<file path="src/rtl/keypad_pkg.sv">
// Shared types and constants for the microwave keypad scanner.
package keypad_pkg;

  localparam int unsigned KEYPAD_N_KEYS = 12;

  localparam logic [3:0] KEY_START = 4'd10;
  localparam logic [3:0] KEY_STOP  = 4'd11;

  typedef enum logic [1:0] {
    StIdle,
    StDebounce,
    StHold,
    StRelease
  } kp_state_e;

endpackage

</file>
<file path="src/rtl/key_sync.sv">
// Two-flop synchroniser applied bitwise to a bus of asynchronous key levels.
module key_sync #(
  parameter int unsigned Width = 12
) (
  input  logic             clk,
  input  logic             reset,
  input  logic [Width-1:0] d,
  output logic [Width-1:0] q
);

  logic [Width-1:0] meta_q;

  always_ff @(posedge clk or posedge reset) begin
    if (reset) begin
      meta_q <= '0;
      q      <= '0;
    end else begin
      meta_q <= d;
      q      <= meta_q;
    end
  end

endmodule

</file>
<file path="src/rtl/keypad_scan_controller.sv">
// Keypad scanner: one shared debounce counter serves the lowest-index pressed key.
// Build option KEY_REPEAT_EN adds auto-repeat of held digit keys.
module keypad_scan_controller
  import keypad_pkg::*;
#(
  parameter int unsigned N_KEYS        = KEYPAD_N_KEYS,
  parameter int unsigned DEB_CYCLES    = 4,
  parameter int unsigned REPEAT_CYCLES = 1000
) (
  input  logic              clk,
  input  logic              reset,
  input  logic [N_KEYS-1:0] keys_raw,
  output logic              key_valid,
  output logic [3:0]        key_code,
  output logic              busy,
  output logic              stop_level
);

  localparam logic [7:0] DebLast = 8'(DEB_CYCLES - 1);

  logic [N_KEYS-1:0] keys_s;
  kp_state_e         state_q, state_d;
  logic [7:0]        cnt_q, cnt_d;
  logic [3:0]        own_q, own_d;
  logic              valid_d;
  logic [3:0]        code_d;
  logic [3:0]        first_key;
  logic              own_hit;

  key_sync #(
    .Width(N_KEYS)
  ) u_key_sync (
    .clk  (clk),
    .reset(reset),
    .d    (keys_raw),
    .q    (keys_s)
  );

  // Lowest index wins when several keys are seen in the same cycle.
  always_comb begin
    first_key = '0;
    for (int i = int'(N_KEYS) - 1; i >= 0; i--) begin
      if (keys_s[i]) first_key = 4'(i);
    end
  end

  assign own_hit = keys_s[own_q];

`ifdef KEY_REPEAT_EN
  localparam logic [15:0] RptLast = 16'(REPEAT_CYCLES - 1);
  logic [15:0] rpt_q, rpt_d;

  always_ff @(posedge clk or posedge reset) begin
    if (reset) rpt_q <= '0;
    else       rpt_q <= rpt_d;
  end
`else
  logic unused_repeat;
  assign unused_repeat = (REPEAT_CYCLES == 0);
`endif

  always_ff @(posedge clk or posedge reset) begin
    if (reset) begin
      state_q   <= StIdle;
      cnt_q     <= '0;
      own_q     <= '0;
      key_valid <= 1'b0;
      key_code  <= '0;
    end else begin
      state_q   <= state_d;
      cnt_q     <= cnt_d;
      own_q     <= own_d;
      key_valid <= valid_d;
      key_code  <= code_d;
    end
  end

  always_comb begin
    state_d = state_q;
    cnt_d   = cnt_q;
    own_d   = own_q;
    valid_d = 1'b0;
    code_d  = key_code;
`ifdef KEY_REPEAT_EN
    rpt_d   = rpt_q;
`endif
    unique case (state_q)
      StIdle: begin
        if (|keys_s) begin
          own_d   = first_key;
          cnt_d   = '0;
          state_d = StDebounce;
        end
      end
      StDebounce: begin
        if (!own_hit) begin
          state_d = StIdle;
        end else if (cnt_q == DebLast) begin
          valid_d = 1'b1;
          code_d  = own_q;
          cnt_d   = '0;
          state_d = StHold;
`ifdef KEY_REPEAT_EN
          rpt_d   = '0;
`endif
        end else begin
          cnt_d = cnt_q + 8'd1;
        end
      end
      StHold: begin
        if (own_hit) begin
          cnt_d = '0;
`ifdef KEY_REPEAT_EN
          if (own_q < KEY_START) begin
            if (rpt_q == RptLast) begin
              valid_d = 1'b1;
              code_d  = own_q;
              rpt_d   = '0;
            end else begin
              rpt_d = rpt_q + 16'd1;
            end
          end
`endif
        end else begin
`ifdef KEY_REPEAT_EN
          // A release glitch restarts the repeat period.
          rpt_d = '0;
`endif
          if (cnt_q == DebLast) state_d = StRelease;
          else                  cnt_d   = cnt_q + 8'd1;
        end
      end
      StRelease: state_d = StIdle;
      default:   state_d = StIdle;
    endcase
  end

  always_comb begin
    busy       = (state_q != StIdle);
    stop_level = (state_q == StHold) && (own_q == KEY_STOP);
  end

endmodule

</file>
<file path="config.mk">
export PLATFORM = sky130hd
export DESIGN_NAME = keypad_scan_controller
export DESIGN_NICKNAME = d
export VERILOG_FILES = /design/src/rtl/keypad_pkg.sv /design/src/rtl/key_sync.sv /design/src/rtl/keypad_scan_controller.sv
export SDC_FILE = /design/constraint.sdc
export NUM_CORES = 1
export LEC_CHECK = 0
export ABC_CLOCK_PERIOD_IN_PS = 3400
export BUFFER_PORTS_ARGS = -buffer_cell sky130_fd_sc_hd__buf_2
export CAP_MARGIN = 40
export CORE_ASPECT_RATIO = 0.7
export CORE_UTILIZATION = 61
export CTS_CLUSTER_SIZE = 25
export DETAILED_ROUTE_END_ITERATION = 8
export PLACE_DENSITY = 0.88
export SKIP_LAST_GASP = 1
export SLEW_MARGIN = 0
export SYNTH_ARGS = -nofsm -noshare
export SYNTH_HDL_FRONTEND = slang
export SYNTH_SLANG_ARGS = --single-unit
</file>
<file path="constraint.sdc">
create_clock -name clk -period 3.4 [get_ports clk]
set_input_delay 0.68 -clock clk [delete_from_list [all_inputs] [get_ports clk]]
set_output_delay 0.68 -clock clk [all_outputs]
set_load 0.02 [all_outputs]
</file>
==> results.yml <==
status:
  status: "finished clean"
cts:
  hold_buffers: 0
  htree_levels: 2
  cts.repair.resized: 0
  cts-buffers-inserted: 5
  cts.sinks: 43
  clk_pin_slew_ps: 80
  cts_tree: "done"
  clock_latency_ps: 290
  postCtsSetupRepairBufs: 0
  cts_buffer_depth: 2
  cts_root_buf: "clkbuf_8"
finish:
  regArea_um2: 1080
  final_cell_mix: "dfrtp_1 (43), buf_2 (20), inv_1 (16), nand2_1 (10), a21oi_1 (10)"
  multi_input_area_um2: 698
  nets: 203
  fillers: 186
  layout_commonest_cell: "dfrtp_1"
  drive_above_1_share: 0.220
  stdcell_area_um2: 2090
  diodes: 0
  stdcell_count: 222
  area_delta_synth_final_pct: 12.8
placement:
  placed_cell_area_um2: 1990
  port_buffers: 20
  dp.cells: 214
  dpl.hpwl_um: 2650
  gp_congestion: 0.864
drt:
  first_pass_iters: 4
  finalWirelength_um: 3560
  postRouteAntennaNets: 0
  drcViolationCount: 0
  initialDrtViolationCount: 129
  vias: 1386
  via_per_inst: 6.24
  wl_per_cell_um: 16.0
worst_hold_path:
  whs_path_depth: 0
  hp-class: "reg2reg"
power_and_ir_drop:
  power_leakage_nw: 0.979
  ir_drop_v: 0.000446
  pwr_density_cell_nw_per_um2: 692
worst_setup_path:
  crit_family: "multiplexers"
  crit_arrival_ps: 2670
  required_ps: 3600
  cpMaxStageDelayCell: "mux4_2"
  r2r_cells: 6
  end_kind: "flip-flop"
  worst-path-stages: 6
  criticalPathCategory: "reg2reg"
  cp_max_fo: 7
  crit_chain: "mux4_2, nand2b_4, a21boi_2, mux2_2, or3_1, o21ai_0"
  path_buf_inv: 0
  slowest_delay_ps: 540
  setup.worst_path.start_class: "flip-flop"
synthesis:
  synth-edff-count: 0
  synth-seq-area-share: 0.582
  synth_area_um2: 1850
  async_flop_share: 1.00
  yosysWarningCount: 0
  synth.distinct_cells: 41
  synth_top_cell_area_share: 0.582
  ys.flop_type: "dfrtp_1"
  syn_area_per_cell_um2: 11.6
  syn_inst: 159
  syn_nets: 177
  ys_ff_latch: 43
  netlist_top_cells_area: "dfrtp_1 (58%), inv_1 (3.2%), mux2_2 (3.0%)"
  synth_top_area_cell: "dfrtp_1"
sta:
  fin_crit_ps: 2470
  finClkSkew_ps: 3.44
  setup_viol: 0
  fin_crit_sh: 0.726
  max_freq_ghz: 0.405
  worstMarginPinSlew_ps: 794
  fin_tns_setup_ps: 0
  slew_headroom: 0.466
  final_hold_viol_count: 0
  rsz0062_at_grt: "no"
  finalMaxSlewViolations: 0
floorplanning:
  die_h_um: 48.1
  rows: 16
  die_x_um: 67.8
  top_level_ports: 21
  floorplan.initialDensity: 0.651
  fp.coreArea_um2: 2840
  die_area_um2: 3260
run:
  cap_violations: 0
global_route:
  grt_overflow: 0
  grt_util_all_layers: 0.253
  antenna_found_initial: 0
  grt_pass1_wl_um: 5630
  grt_max_degree: 44
  grt_pass1_vias: 1208
==> kinds of logic (layout without fill, tap and decap cells) <==
family | count (synthesis) | after routing | synth area share
mux | 10 | 10 | 0.0710
simple gates | 52 | 52 | 0.156
fa+ha+maj | 4 | 4 | 0.0271
flops | 43 | 43 | 0.582
buf+inv | 18 | 45 | 0.0406
compound gates | 32 | 32 | 0.123
==> sequential cells by signal, indices dropped and copies added (netlist names), named ones only <==
name	flops
cnt_q	8
key_code	4
key_valid	1
own_q	4
state_q	1
u_key_sync.meta_q	12
u_key_sync.q	12
==> synth_stat cells, types with 2 or more instances <==
cell type   n
inv_1      16
o21ai_0     5
nand2_1    10
nor2b_1     4
nand3_1     5
mux2i_1     3
nor3_1      6
a21oi_1    10
and3_1      2
nand4_1     3
nor4_1      4
or3_1       6
ha_1        4
mux2_2      5
mux4_2      2
dfrtp_1    43
nor2_1      7
==> where the power goes <==
part / internal, mW / leakage, nW / switching, mW
logic: 0.199 / 0.394 / 0.270
clock network: 0.166 / 0.0474 / 0.169
registers: 0.573 / 0.537 / 0.0681
==> worst reg2reg max path, stage by stage (launching register included) <==
cell and delay (ps):
dfrtp_1 510, mux4_2 540, nand2b_4 160, a21boi_2 270, mux2_2 440, or3_1 360, o21ai_0 100
==> final timing paths <==
check | slack [ps] | startpoint | to
max | 930 | own_q[0] | cnt_q[7]
min | 350 | u_key_sync.meta_q[6] | u_key_sync.q[6]
max reg2reg | 930 | own_q[0] | cnt_q[7]
min reg2reg | 350 | u_key_sync.meta_q[6] | u_key_sync.q[6]
max in group asynchronous | 2530 | reset | own_q[3]
min in group asynchronous | 510 | reset | u_key_sync.meta_q[1]
==> metal layers <==
metal	wire length, um	GRT usage	part of all wire	vias up
li1	-	-	-	627
met1	1520	0.332	0.43	679
met2	1730	0.400	0.49	71
met3	243	0.0667	0.068	9
met4	65	0.125	0.018	0
met5	0	0	0	-
==> area by class of cell <==
class / count / share of cell area
clock buffers: 6 / 0.0396
clock inverters: 2 / 0.00780
inverters: 16 / 0.0288
multi-input cells: 98 / 0.335
flip-flops and latches: 43 / 0.516
well taps: 36 / 0.0216
repair buffers: 21 / 0.0516
==> stage by stage <==
stage          setup slack (ps)  hold WS (ps)   util  total power, mW
3_5_place_dp                957           336  0.699             1.11
5_1_grt                     809           359  0.734             1.53
6_report                    933           351  0.734             1.44
3_3_place_gp               1090           332  0.699             1.07
4_1_cts                     937           354  0.734             1.45
2_1_floorplan              1240           331      -             1.00
No activity file was read; power rests on OpenSTA's default activity.
